$ cat src/rtl/csdf_2p_sum_fwd_if.sv
// Handshake bundle for the two-phase sum/forward actor: one FIFO read side
// (first-word-fall-through) and two FIFO write sides with full flags.
interface csdf_2p_sum_fwd_if #(
  parameter int WIDTH = 8
);
  logic             in_empty;
  logic             in_read;
  logic [WIDTH-1:0] in_data;
  logic             out0_full;
  logic             out0_wr;
  logic [WIDTH-1:0] out0_data;
  logic             out1_full;
  logic             out1_wr;
  logic [WIDTH-1:0] out1_data;

  // Valid/ready semantics: a pop happens at the rising edge where in_read=1
  // (only ever asserted while in_empty=0); a write happens at the rising
  // edge where outN_wr=1 (only ever asserted while outN_full=0). Data is
  // meaningful only in a cycle whose strobe is 1.
  modport master (
    input  in_empty, in_data, out0_full, out1_full,
    output in_read, out0_wr, out0_data, out1_wr, out1_data
  );

  modport slave (
    output in_empty, in_data, out0_full, out1_full,
    input  in_read, out0_wr, out0_data, out1_wr, out1_data
  );
endinterface

$ cat src/rtl/csdf_2p_sum_fwd.sv
// Cyclo-static two-phase actor: phase 0 sums RATE0 tokens onto output 0,
// phase 1 forwards RATE1 tokens unchanged onto output 1, then repeats.
module csdf_2p_sum_fwd #(
  parameter int WIDTH = 8,
  parameter int RATE0 = 2,
  parameter int RATE1 = 2
) (
  input  logic                  ck,
  input  logic                  rst,
  csdf_2p_sum_fwd_if.master     bus,
  output logic                  phase,
  output logic [1:0]            state_dbg
);
  localparam int MAXR = (RATE0 > RATE1) ? RATE0 : RATE1;
  localparam int CW   = $clog2(MAXR + 1);
  localparam logic [CW-1:0] LAST0 = CW'(RATE0 - 1);
  localparam logic [CW-1:0] LAST1 = CW'(RATE1 - 1);

  typedef enum logic [1:0] {
    S_ACC  = 2'd0,
    S_EMIT = 2'd1,
    S_FWD  = 2'd2
  } state_t;

  state_t           state;
  logic [CW-1:0]    cnt;
  logic [WIDTH-1:0] acc;

  assign phase     = (state == S_FWD);
  assign state_dbg = state;

  // Strobes are decoded from registered state and the live flags so that
  // phase 1 is a zero-latency pass-through; reset masks every strobe.
  always_comb begin
    bus.in_read   = 1'b0;
    bus.out0_wr   = 1'b0;
    bus.out1_wr   = 1'b0;
    bus.out0_data = acc;
    bus.out1_data = bus.in_data;
    if (rst) begin
      case (state)
        S_ACC:   bus.in_read = !bus.in_empty;
        S_EMIT:  bus.out0_wr = !bus.out0_full;
        S_FWD: begin
          bus.in_read = !bus.in_empty && !bus.out1_full;
          bus.out1_wr = !bus.in_empty && !bus.out1_full;
        end
        default: ;
      endcase
    end
  end

  always_ff @(posedge ck) begin
    if (!rst) begin
      state <= S_ACC;
      cnt   <= '0;
      acc   <= '0;
    end else begin
      case (state)
        S_ACC: begin
          if (bus.in_read) begin
            acc <= acc + bus.in_data;
            if (cnt == LAST0) begin
              cnt   <= '0;
              state <= S_EMIT;
            end else begin
              cnt <= cnt + 1'b1;
            end
          end
        end
        S_EMIT: begin
          if (bus.out0_wr) begin
            acc   <= '0;
            state <= S_FWD;
          end
        end
        S_FWD: begin
          // Counter only advances on a real transfer, so stalls hold position.
          if (bus.out1_wr) begin
            if (cnt == LAST1) begin
              cnt   <= '0;
              state <= S_ACC;
            end else begin
              cnt <= cnt + 1'b1;
            end
          end
        end
        default: begin
          state <= S_ACC;
          cnt   <= '0;
        end
      endcase
    end
  end
endmodule

$ cat src/flat_wrapper.sv
// flat-port wrapper written by rule: the top's interface ports become plain ports
module csdf_2p_sum_fwd_flat 
#(
  parameter int WIDTH = 8,
  parameter int RATE0 = 2,
  parameter int RATE1 = 2
)
  (ck, rst, phase, state_dbg, bus_in_empty, bus_in_data, bus_out0_full, bus_out1_full, bus_in_read, bus_out0_wr, bus_out0_data, bus_out1_wr, bus_out1_data);
  csdf_2p_sum_fwd_if #(.WIDTH(WIDTH)) bus_i ();
  input  logic ck;
  input  logic rst;
  output logic phase;
  output logic [1:0] state_dbg;
  input wire logic [$bits(bus_i.in_empty)-1:0] bus_in_empty;
  input wire logic [$bits(bus_i.in_data)-1:0] bus_in_data;
  input wire logic [$bits(bus_i.out0_full)-1:0] bus_out0_full;
  input wire logic [$bits(bus_i.out1_full)-1:0] bus_out1_full;
  output wire logic [$bits(bus_i.in_read)-1:0] bus_in_read;
  output wire logic [$bits(bus_i.out0_wr)-1:0] bus_out0_wr;
  output wire logic [$bits(bus_i.out0_data)-1:0] bus_out0_data;
  output wire logic [$bits(bus_i.out1_wr)-1:0] bus_out1_wr;
  output wire logic [$bits(bus_i.out1_data)-1:0] bus_out1_data;
  assign bus_i.in_empty = bus_in_empty;
  assign bus_i.in_data = bus_in_data;
  assign bus_i.out0_full = bus_out0_full;
  assign bus_i.out1_full = bus_out1_full;
  assign bus_in_read = bus_i.in_read;
  assign bus_out0_wr = bus_i.out0_wr;
  assign bus_out0_data = bus_i.out0_data;
  assign bus_out1_wr = bus_i.out1_wr;
  assign bus_out1_data = bus_i.out1_data;
  csdf_2p_sum_fwd #(.WIDTH(WIDTH), .RATE0(RATE0), .RATE1(RATE1)) u_core (.ck(ck), .rst(rst), .bus(bus_i), .phase(phase), .state_dbg(state_dbg));
endmodule
$ cat config.mk
export PLATFORM = sky130hd
export DESIGN_NAME = csdf_2p_sum_fwd_flat
export DESIGN_NICKNAME = d
export VERILOG_FILES = /design/src/rtl/csdf_2p_sum_fwd_if.sv /design/src/rtl/csdf_2p_sum_fwd.sv /design/src/flat_wrapper.sv
export SDC_FILE = /design/constraint.sdc
export NUM_CORES = 1
export LEC_CHECK = 0
export CAP_MARGIN = 25
export CORE_MARGIN = 1.5
export CORE_UTILIZATION = 35
export CTS_BUF_LIST = sky130_fd_sc_hd__clkbuf_4 sky130_fd_sc_hd__clkbuf_8
export CTS_CLUSTER_DIAMETER = 100
export DETAILED_ROUTE_END_ITERATION = 16
export PLACE_DENSITY = 0.67
export SLEW_MARGIN = 30
export SYNTH_ARGS = -nofsm -noshare
export SYNTH_HDL_FRONTEND = slang
export SYNTH_SLANG_ARGS = --single-unit
$ cat constraint.sdc
create_clock -name ck -period 2.6 [get_ports ck]
set_input_delay 0.52 -clock ck [delete_from_list [all_inputs] [get_ports ck]]
set_output_delay 0.52 -clock ck [all_outputs]
set_load 0.01 [all_outputs]
# Yosys cells after proc, flatten, opt, wreduce, memory -nomap -nowiden
# Index checks and enable logic that the tools add are counted.
[word_totals] ff_bits=12 inputBits=13 word_cells=42
[classes] n_addsub=2 eq_ne=8 mux=19 bitwise_logic=1 n_reduce_logical=9
[ops] operator="$mux 2" count=8
[ops] operator="$mux 8" count=2
[ops] operator="$pmux 8 s2" count=1
[ops] operator="$pmux 2 s3" count=2
[ops] operator="$add 8x8->8" count=1
[ops] operator="$ne 2x1->1 const B" count=3
[ops] operator="$reduce_and 3->1" count=2
[ops] operator="$mux 1" count=5
[ops] operator="$reduce_and 5->1" count=1
[ops] operator="$eq 2x1->1 const B" count=2
[ops] operator="$ne 2x2->1 const B" count=2
[ops] operator="$logic_not 1->1" count=3
[ops] operator="$add 2x1->2 const B" count=1
[ops] operator="$eq 2x2->1 const B" count=1
[ops] operator="$logic_not 2->1" count=1
[ops] operator="$pmux 1 s2" count=1
[ops] operator="$reduce_bool 2->1" count=1
[ops] operator="$logic_and 1x1->1" count=1
[ops] operator="$not 1->1" count=1

# Logic depth before layout (Yosys ltp)
# Gate-level depths: netlist (run 1).
[depth] ltp_word=6 ltp_mapped=7 depth_no_buf=7

# Least setup slack after synthesis (run 1)
# No wires, ideal clock.
[synth_timing] path_kind="in2reg" from="input bus_in_data[0]" to="register u_core.acc[6], in the netlist u_core.bus.out0_data[6]" setup_ps=117 arrival_ps=1957 setup_slack_ps=526 stages=7 path_buffers=0 path_cell_list="ha_1 > fa_1 > a211oi_1 > o21bai_1 > a21oi_1 > xnor2_1 > a32o_1"
[synth_between] elab_chain_cells=3
[synth_rtl] item="start: declaration" line_no="flat_wrapper.sv:15" rtl="input wire logic [$bits(bus_i.in_data)-1:0] bus_in_data;"
[synth_rtl] item="$add 8x8->8" line_no="csdf_2p_sum_fwd.sv:62" rtl="acc <= acc + bus.in_data;"
[synth_rtl] item="$mux 8" line_no="csdf_2p_sum_fwd.sv:61" rtl="if (bus.in_read) begin"
[synth_rtl] item="$pmux 8 s2" line_no="csdf_2p_sum_fwd.sv:59" rtl="case (state)"
[synth_rtl] item="end signal: assignment" line_no="csdf_2p_sum_fwd.sv:62"
[synth_rtl] item="end: declaration" line_no="csdf_2p_sum_fwd.sv:27" rtl="logic [WIDTH-1:0] acc;"
# Every way passes these cells. The select of a mux whose other input is x is not followed.
# A chain may end at the register's enable or synchronous reset.

# Worst setup path in the final report (run 1)
[layout_timing] from="input rst" to="output bus_out1_wr"
[layout_between] elab_chain_cells=1
[layout_rtl] item="start: declaration" line_no="flat_wrapper.sv:11" rtl="input logic rst;"
[layout_rtl] item="$mux 1" line_no="csdf_2p_sum_fwd.sv:40" rtl="if (rst) begin"
[layout_rtl] item="end: declaration" line_no="flat_wrapper.sv:21" rtl="output wire logic [$bits(bus_i.out1_wr)-1:0] bus_out1_wr;"
# Every way passes these cells.

==> results of run 1 <==
what timing repair did:
item	in CTS	in global routing
resized for setup	2	1
setup endpoints to repair	1	1
pin swaps	0	0
cell type report:
class                           count  area [µm²]  area share, %
Multi-Input combinational cell     76         549           41.8
Timing Repair Buffer               48         447           34.0
Sequential cell                    12         240           18.3
Clock buffer                        4        36.3           2.76
Tap cell                           28        35.0           2.66
Inverter                            2        7.51          0.571
worst reg2reg max path, cell delays in order, from the launching register on:
cell	delay (ns)
dfxtp_1	0.33
ha_1	0.25
fa_1	0.40
a211oi_1	0.38
o21bai_1	0.12
a21oi_1	0.22
xnor2_1	0.09
a32o_1	0.20
cells in the final DEF (no fill, tap or decap), drive strengths merged, types with 3 or more instances in the layout:
cell type,n
buf,14
a21oi,9
clkdlybuf4s50,32
xnor2,5
nand2,4
nor3,3
clkbuf,4
nand2b,3
dfxtp,12
nor2,11
a22oi,3
o21ai,3
nor4,3
a211oi,4
ha,7
flip-flops by register name, indices dropped and copies added, names as in the netlist:
signal / cells
u_core.cnt: 2
u_core.bus.out0_data: 8
u_core.state_dbg: 2
logic make-up (layout without fill, tap and decap cells):
kind of cell,after synthesis,after routing
buf+inv,12,54
simple gates,32,32
fa+ha+maj,8,8
xor+xnor,5,5
flops,12,12
compound gates,31,31
power groups by stage:
stage | logic [mW] | clock network [mW] | registers [mW]
3_5_place_dp | 0.232 | 0 | 0.224
5_1_grt | 0.256 | 0.157 | 0.224
4_1_cts | 0.236 | 0.147 | 0.220
2_1_floorplan | 0.124 | 0 | 0.227
3_3_place_gp | 0.228 | 0 | 0.223
6_report | 0.235 | 0.144 | 0.221
worst min-delay path by stage:
stage	from	end	slack [ns]	cells past startpoint
2_1_floorplan	u_core.cnt[1]	u_core.cnt[1]	0.45	1
3_3_place_gp	u_core.cnt[1]	u_core.cnt[1]	0.45	1
3_5_place_dp	u_core.cnt[1]	u_core.cnt[1]	0.46	1
4_1_cts	u_core.cnt[1]	u_core.cnt[1]	0.47	1
5_1_grt	u_core.cnt[1]	u_core.cnt[1]	0.49	1
6_report	u_core.cnt[1]	u_core.cnt[1]	0.47	1
Yosys cell counts:
library cell  count
o211a_1           1
nand4b_1          1
a211oi_2          1
nor2_1           11
a21o_1            1
o31a_1            1
nor2b_1           2
o21bai_1          2
buf_4             8
ha_1              7
or2_2             1
a211o_1           1
nor4_1            2
or3_1             1
a211oi_1          3
nand2_1           4
xnor2_1           5
buf_2             1
a21oi_1           9
a32o_1            2
clkbuf_1          1
or4b_1            1
nand3_1           1
nand2b_1          3
o21ai_0           3
fa_1              1
a22oi_1           3
nor3_1            3
a31oi_1           1
dfxtp_1          12
inv_1             2
or4_1             1
o211ai_1          2
a21o_2            1
nor4_2            1
routing by layer:
layer	vias up	share of wire, %	track usage, %
li1	449	-	-
met1	417	46	20.8
met2	30	49	32.5
met3	2	5.3	2.00
met4	0	0.45	5.13
met5	-	0	0
==> run_summary.xml, run 1 <==
<?xml version="1.0" encoding="UTF-8"?>
<metrics>
  <group name="power_and_ir_drop">
    <metric name="total_power" unit="mW">0.600</metric>
    <metric name="power_density" unit="nW/µm²">456</metric>
    <metric name="p_comb_share" unit="%">39.2</metric>
    <metric name="power_frac_seq" unit="%">36.8</metric>
    <metric name="switching_power_total" unit="mW">0.180</metric>
    <metric name="switching_share" unit="%">30.0</metric>
    <metric name="share_clk_of_total_power" unit="%">24.0</metric>
    <metric name="power.internal" unit="mW">0.420</metric>
    <metric name="vdd_drop_max" unit="mV">0.295</metric>
    <metric name="p_leak" unit="nW">0.571</metric>
  </group>
  <group name="critical_path">
    <metric name="timing.critical_path.buf_inv" unit="">4</metric>
    <metric name="endpoint" unit="">bus_out1_wr</metric>
    <metric name="reg2reg_setup_slack" unit="ns">0.51</metric>
    <metric name="required_time_at_the_endpoint_of_the_critical_path" unit="ns">2.08</metric>
    <metric name="arrival_worst_endpoint" unit="ns">2.02</metric>
    <metric name="cp_num_cells" unit="">5</metric>
    <metric name="cp-end-kind" unit="">output port</metric>
    <metric name="timing.critical_path.max_delay_family" unit="">buffers and inverters</metric>
    <metric name="cp-startpoint" unit="">rst</metric>
    <metric name="critical_path.slowest_cell" unit="">clkdlybuf4s50_1</metric>
    <metric name="r2r_end" unit="">u_core.bus.out0_data[6]</metric>
    <metric name="setup.worst_path.start_class" unit="">input pin</metric>
    <metric name="crit_chain" unit="">clkdlybuf4s50_1 &gt; inv_1 &gt; nor4_1 &gt; buf_4 &gt; clkdlybuf4s50_1</metric>
    <metric name="critical_path.reg2reg.startpoint" unit="">u_core.bus.out0_data[0]</metric>
    <metric name="path_class" unit="">input pin to output port</metric>
    <metric name="timing.critical_path.slowest_cell_delay" unit="ns">0.52</metric>
    <metric name="path_common_cell" unit="">clkdlybuf4s50_1</metric>
    <metric name="crit_path_max_fanout" unit="">3</metric>
    <metric name="reg2regPathDepth" unit="">7</metric>
  </group>
  <group name="timing">
    <metric name="timing.max_slew.rel_slack" unit="%">72.8</metric>
    <metric name="tightestPinTransition" unit="ns">0.405</metric>
    <metric name="max_freq" unit="MHz">394</metric>
    <metric name="timing.final.hold_violations" unit="">0</metric>
    <metric name="finalSetupTns" unit="ns">0</metric>
    <metric name="min_period_over_period" unit="%">97.7</metric>
    <metric name="layout_setup_ws" unit="ns">0.0590</metric>
    <metric name="timing.final.setup_violations" unit="">0</metric>
    <metric name="holdWs" unit="ns">0.472</metric>
    <metric name="timing.final.max_slew_violations" unit="">0</metric>
    <metric name="post-route-min-period" unit="ns">2.54</metric>
    <metric name="finalClockSkew" unit="ns">0.00983</metric>
    <metric name="grt_setup_unrepaired" unit="">no</metric>
  </group>
  <group name="die">
    <metric name="chipHeight" unit="µm">52.5</metric>
    <metric name="start_util" unit="%">38.0</metric>
    <metric name="fp-row-count" unit="">17</metric>
    <metric name="design.die.area" unit="µm²">2750</metric>
    <metric name="pin_count" unit="">35</metric>
    <metric name="core" unit="µm²">2250</metric>
    <metric name="chipWidth" unit="µm">52.5</metric>
  </group>
  <group name="logic_synthesis">
    <metric name="yosys_warnings" unit="">0</metric>
    <metric name="syn_inst" unit="">100</metric>
    <metric name="synth.ff_latch_count" unit="">12</metric>
    <metric name="proportion_of_synthesized_chip_area_in_sequential_cells" unit="%">28.0</metric>
    <metric name="main_combinational_cell_family_by_area_after_synthesis" unit="">compound AO/OA/AOI/OAI gates</metric>
    <metric name="synthesis.nets" unit="">121</metric>
    <metric name="synth_cell_type_count" unit="">35</metric>
    <metric name="synth_mux_area_share" unit="%">0</metric>
    <metric name="netlist.top_cell.by_area" unit="">dfxtp_1</metric>
    <metric name="synth_xor_xnor_area_share" unit="%">5.11</metric>
    <metric name="netlist.area_leader.share" unit="%">28.0</metric>
    <metric name="synth_simple_gate_area_share" unit="%">20.0</metric>
    <metric name="synthTopCellsByArea" unit="">dfxtp_1, ha_1, buf_4</metric>
    <metric name="syn_area_per_cell" unit="µm²">8.57</metric>
    <metric name="mappedNetlistArea" unit="µm²">857</metric>
    <metric name="area_fraction_in_compound_gates_after_synthesis" unit="%">25.4</metric>
    <metric name="post_synth_fa_ha_maj_area_fraction" unit="%">12.6</metric>
  </group>
  <group name="finish">
    <metric name="fillers" unit="">229</metric>
    <metric name="final_layout_size_suffix_gt1_share" unit="%">15.5</metric>
    <metric name="nNetsFinal" unit="">164</metric>
    <metric name="final_util" unit="%">58.3</metric>
    <metric name="stdcell_area" unit="µm²">1320</metric>
    <metric name="diodes" unit="">0</metric>
    <metric name="synthToLayoutAreaGrowth" unit="%">53.4</metric>
    <metric name="finalNonFillerCells" unit="">170</metric>
  </group>
  <group name="route">
    <metric name="drt_pass1_iterations" unit="">4</metric>
    <metric name="first_iter_violations" unit="">12</metric>
    <metric name="wl_per_cell" unit="µm">13.1</metric>
    <metric name="drc" unit="">0</metric>
    <metric name="detail_route_antenna_nets" unit="">0</metric>
    <metric name="route.vias.total" unit="">898</metric>
    <metric name="totalWireLength" unit="µm">2220</metric>
    <metric name="post_drt_via_cell_ratio" unit="">5.28</metric>
  </group>
  <group name="worst_hold_path">
    <metric name="worst_hold_path_type" unit="">register to register</metric>
  </group>
  <group name="clocking">
    <metric name="cts-root-buf" unit="">clkbuf_4</metric>
    <metric name="clk_pin_slew" unit="ns">0.08</metric>
    <metric name="clock_latency" unit="ns">0.27</metric>
    <metric name="max-clock-path-buffers" unit="">2</metric>
    <metric name="cts_setup_buffers" unit="">0</metric>
    <metric name="tritoncts.num_buffers" unit="">3</metric>
    <metric name="clkSinkCount" unit="">12</metric>
    <metric name="cts_hold_repair.buffers" unit="">0</metric>
    <metric name="clock_tree_from_tritoncts" unit="">done</metric>
    <metric name="cts_htree_levels" unit="">1</metric>
  </group>
  <group name="global_routing">
    <metric name="first_global_vias" unit="">906</metric>
    <metric name="grt_remaining_overflow" unit="">0</metric>
    <metric name="grt_antenna_before_repair" unit="">0</metric>
    <metric name="grt_max_degree" unit="">11</metric>
    <metric name="gr-usage-all-layers" unit="%">17.5</metric>
    <metric name="wire_length_of_the_first_global_routing_pass" unit="µm">3640</metric>
  </group>
  <group name="place">
    <metric name="globalplace.congestion" unit="">0.768</metric>
    <metric name="postPlaceCellArea" unit="µm²">1270</metric>
    <metric name="place_inst" unit="">166</metric>
    <metric name="port_buffers" unit="">34</metric>
    <metric name="place_hpwl" unit="µm">1760</metric>
    <metric name="detailedPlace.worstSlack" unit="ns">-0.0922</metric>
  </group>
  <group name="flow_run">
    <metric name="max_cap_viol_count" unit="">0</metric>
  </group>
  <group name="status">
    <metric name="run_status" unit="">complete, no violations</metric>
  </group>
</metrics>
(Power assumes the default switching activity.)
==> run 2, diff against run 1 <==
--- a/config.mk
+++ b/config.mk
@@ -5,13 +5,14 @@
 export SDC_FILE = /design/constraint.sdc
 export NUM_CORES = 1
 export LEC_CHECK = 0
+export ABC_AREA = 1
 export CAP_MARGIN = 25
 export CORE_MARGIN = 1.5
 export CORE_UTILIZATION = 35
 export CTS_BUF_LIST = sky130_fd_sc_hd__clkbuf_4 sky130_fd_sc_hd__clkbuf_8
 export CTS_CLUSTER_DIAMETER = 100
 export DETAILED_ROUTE_END_ITERATION = 16
-export PLACE_DENSITY = 0.67
+export PLACE_DENSITY = 0.66
 export SLEW_MARGIN = 30
 export SYNTH_ARGS = -nofsm -noshare
 export SYNTH_HDL_FRONTEND = slang
==> run 2 against run 1 <==
Register-to-register slack better by 0.43 ns. Via count up 3.9%. First-iteration DRC count down 33%. Critical path depth down 1. Sequential power about the same. Flip-flop and latch count unchanged. Critical path type unchanged. Largest power group unchanged.
==> run_summary.xml, run 2 <==
<?xml version="1.0" encoding="UTF-8"?>
<metrics>
  <group name="status">
    <metric name="run_status" unit="">complete, no violations</metric>
  </group>
  <group name="power_and_ir_drop">
    <metric name="p_leak" unit="nW">0.609</metric>
    <metric name="p_comb_share" unit="%">40.6</metric>
    <metric name="vdd_drop_max" unit="mV">0.290</metric>
    <metric name="switching_share" unit="%">34.7</metric>
    <metric name="power_frac_seq" unit="%">38.9</metric>
    <metric name="total_power" unit="mW">0.563</metric>
    <metric name="power.internal" unit="mW">0.368</metric>
    <metric name="share_clk_of_total_power" unit="%">20.5</metric>
    <metric name="switching_power_total" unit="mW">0.195</metric>
    <metric name="power_density" unit="nW/µm²">437</metric>
  </group>
  <group name="finish">
    <metric name="diodes" unit="">0</metric>
    <metric name="synthToLayoutAreaGrowth" unit="%">43.5</metric>
    <metric name="final_layout_size_suffix_gt1_share" unit="%">10.4</metric>
    <metric name="fillers" unit="">265</metric>
    <metric name="nNetsFinal" unit="">186</metric>
    <metric name="finalNonFillerCells" unit="">193</metric>
    <metric name="mostFrequentLayoutCell" unit="">clkdlybuf4s50_1</metric>
    <metric name="max_reg_flops" unit="">8</metric>
    <metric name="commonest_non_fill_non_tap_cells_in_the_layout" unit="">clkdlybuf4s50_1, nand2_1, inv_1</metric>
  </group>
  <group name="timing">
    <metric name="tightestPinTransition" unit="ns">0.309</metric>
    <metric name="layout_setup_ws" unit="ns">0.111</metric>
    <metric name="holdWs" unit="ns">0.441</metric>
    <metric name="grt_setup_unrepaired" unit="">no</metric>
    <metric name="timing.final.setup_violations" unit="">0</metric>
    <metric name="min_period_over_period" unit="%">95.7</metric>
    <metric name="finalClockSkew" unit="ns">0.00425</metric>
    <metric name="max_freq" unit="MHz">402</metric>
    <metric name="post-route-min-period" unit="ns">2.49</metric>
    <metric name="timing.final.hold_violations" unit="">0</metric>
    <metric name="timing.final.max_slew_violations" unit="">0</metric>
    <metric name="finalSetupTns" unit="ns">0</metric>
    <metric name="timing.max_slew.rel_slack" unit="%">79.4</metric>
  </group>
  <group name="critical_path">
    <metric name="path_class" unit="">input pin to output port</metric>
    <metric name="arrival_worst_endpoint" unit="ns">1.97</metric>
    <metric name="setup.worst_path.start_class" unit="">input pin</metric>
    <metric name="required_time_at_the_endpoint_of_the_critical_path" unit="ns">2.08</metric>
    <metric name="crit_path_max_fanout" unit="">3</metric>
    <metric name="cp-end-kind" unit="">output port</metric>
  </group>
  <group name="logic_synthesis">
    <metric name="synth_flop_cell" unit="">dfxtp_1</metric>
    <metric name="synth.ff_latch_count" unit="">12</metric>
    <metric name="yosys_warnings" unit="">0</metric>
    <metric name="post-synth-top-count-cell" unit="">nand2_1</metric>
    <metric name="netlist.top_cell.by_area" unit="">dfxtp_1</metric>
    <metric name="synth-edff-count" unit="">0</metric>
    <metric name="synthTopCellsByArea" unit="">dfxtp_1, nand2_1, ha_1</metric>
    <metric name="syn_inst" unit="">130</metric>
    <metric name="mappedNetlistArea" unit="µm²">898</metric>
    <metric name="synth_cell_type_count" unit="">23</metric>
    <metric name="netlist.area_leader.share" unit="%">26.7</metric>
    <metric name="proportion_of_synthesized_chip_area_in_sequential_cells" unit="%">26.7</metric>
    <metric name="syn_area_per_cell" unit="µm²">6.91</metric>
    <metric name="synthesis.nets" unit="">151</metric>
    <metric name="share_of_flip_flops_with_an_asynchronous_set_or_reset_after_synthesis" unit="%">0</metric>
    <metric name="synth_common_cells" unit="">nand2_1, inv_1, a21oi_1</metric>
  </group>
  <group name="global_routing">
    <metric name="wire_length_of_the_first_global_routing_pass" unit="µm">3470</metric>
    <metric name="grt_max_degree" unit="">9</metric>
    <metric name="first_global_vias" unit="">841</metric>
    <metric name="grt_remaining_overflow" unit="">0</metric>
    <metric name="gr-usage-all-layers" unit="%">16.6</metric>
    <metric name="grt_antenna_before_repair" unit="">0</metric>
  </group>
  <group name="clocking">
    <metric name="cts_htree_levels" unit="">1</metric>
    <metric name="clock_latency" unit="ns">0.27</metric>
    <metric name="cts-root-buf" unit="">clkbuf_4</metric>
    <metric name="clkSinkCount" unit="">12</metric>
    <metric name="cts_setup_buffers" unit="">0</metric>
    <metric name="clock_tree_from_tritoncts" unit="">done</metric>
    <metric name="max-clock-path-buffers" unit="">2</metric>
    <metric name="clk_pin_slew" unit="ns">0.08</metric>
    <metric name="tritoncts.num_buffers" unit="">3</metric>
    <metric name="cts_hold_repair.buffers" unit="">0</metric>
  </group>
  <group name="route">
    <metric name="route.vias.total" unit="">933</metric>
    <metric name="drt_pass1_iterations" unit="">3</metric>
    <metric name="met1_length" unit="µm">920</metric>
    <metric name="totalWireLength" unit="µm">2170</metric>
    <metric name="highest-signal-layer" unit="">met4</metric>
    <metric name="routed-wl-met2" unit="µm">1150</metric>
    <metric name="wl_met3" unit="µm">62</metric>
    <metric name="detail_route_antenna_nets" unit="">0</metric>
    <metric name="wl_per_cell" unit="µm">11.3</metric>
    <metric name="post_drt_via_cell_ratio" unit="">4.83</metric>
    <metric name="first_iter_violations" unit="">8</metric>
    <metric name="drc" unit="">0</metric>
  </group>
  <group name="place">
    <metric name="place_inst" unit="">190</metric>
    <metric name="globalplace.congestion" unit="">0.772</metric>
    <metric name="detailedPlace.worstSlack" unit="ns">0.0159</metric>
    <metric name="port_buffers" unit="">34</metric>
    <metric name="place_hpwl" unit="µm">1760</metric>
  </group>
  <group name="die">
    <metric name="chipWidth" unit="µm">53.7</metric>
    <metric name="fp-row-count" unit="">18</metric>
    <metric name="core" unit="µm²">2450</metric>
    <metric name="pin_count" unit="">35</metric>
    <metric name="chipHeight" unit="µm">53.7</metric>
    <metric name="start_util" unit="%">36.6</metric>
    <metric name="design.die.area" unit="µm²">2880</metric>
  </group>
  <group name="flow_run">
    <metric name="max_cap_viol_count" unit="">0</metric>
  </group>
  <group name="worst_hold_path">
    <metric name="worst_hold_path_type" unit="">register to register</metric>
  </group>
</metrics>
run 2: cell count changes in the layout (fill, tap and decap cells not counted), sizes merged, moves of 4 or more:
| cell | delta |
|---|---|
| a21oi | +7 |
| buf | -10 |
| inv | +18 |
| nand2 | +24 |
| nand3 | +16 |
| nor2 | -4 |
| o21ai | +4 |
| xnor2 | -5 |
run 2: area by class of cell:
cell class              count  area [µm²]  share of cell area, %
clock buffers               3        22.5                   1.75
repair buffers             38         373                   28.9
inverters                  20        75.1                   5.83
well taps                  30        37.5                   2.91
flip-flops and latches     12         240                   18.6
multi-input cells          90         541                   41.9
run 2: power groups by stage:
stage          registers (mW)  clock network, mW  logic [mW]
2_1_floorplan           0.226                  0       0.133
3_3_place_gp            0.222                  0       0.224
3_5_place_dp            0.223                  0       0.228
5_1_grt                 0.222              0.127       0.255
4_1_cts                 0.219              0.116       0.230
6_report                0.219              0.115       0.228
run 2: critical path: stages:
cell and delay (ns):
clkdlybuf4s50_1 0.49, nand2_2 0.10, nor4_4 0.26, clkdlybuf4s50_1 0.59
run 2: per-layer routing:
metal,track usage [%],vias to the layer above
li1,-,487
met1,18.5,426
met2,30.1,16
met3,1.11,4
met4,10.3,0
met5,0,-
run 2: per-stage QoR:
step                util (%)  area, µm²
floorplan                  -        898
global placement        50.8       1250
detailed placement      50.8       1250
CTS                     51.9       1270
global route            52.5       1290
finish                  52.5       1290
run 2: logic make-up after synthesis:
family                     Yosys count  share of synthesized area, %
buffers and inverters               28                          15.0
adders and majority gates            8                          12.0
and+or+nand+nor                     57                          31.2
xor gates and xnor gates             1                         0.975
DFF                                 12                          26.7
AOI/OAI and AO/OA                   24                          14.1
run 2: path summary, 6_finish.rpt:
| kind | slack, ns | cells past startpoint | to | from |
|---|---|---|---|---|
| setup / recovery | 0.11 | 4 | bus_out1_wr | rst |
| hold / removal | 0.44 | 2 | u_core.cnt[1] | u_core.cnt[1] |
| setup reg to reg | 0.94 | 7 | u_core.bus.out0_data[4] | u_core.bus.out0_data[0] |
| hold reg to reg | 0.44 | 2 | u_core.cnt[1] | u_core.cnt[1] |
run 2: timing repair:
action                     in CTS  in global routing
setup endpoints to repair       1                  1
pin swaps                       0                  1
gates resized for setup         1                  3
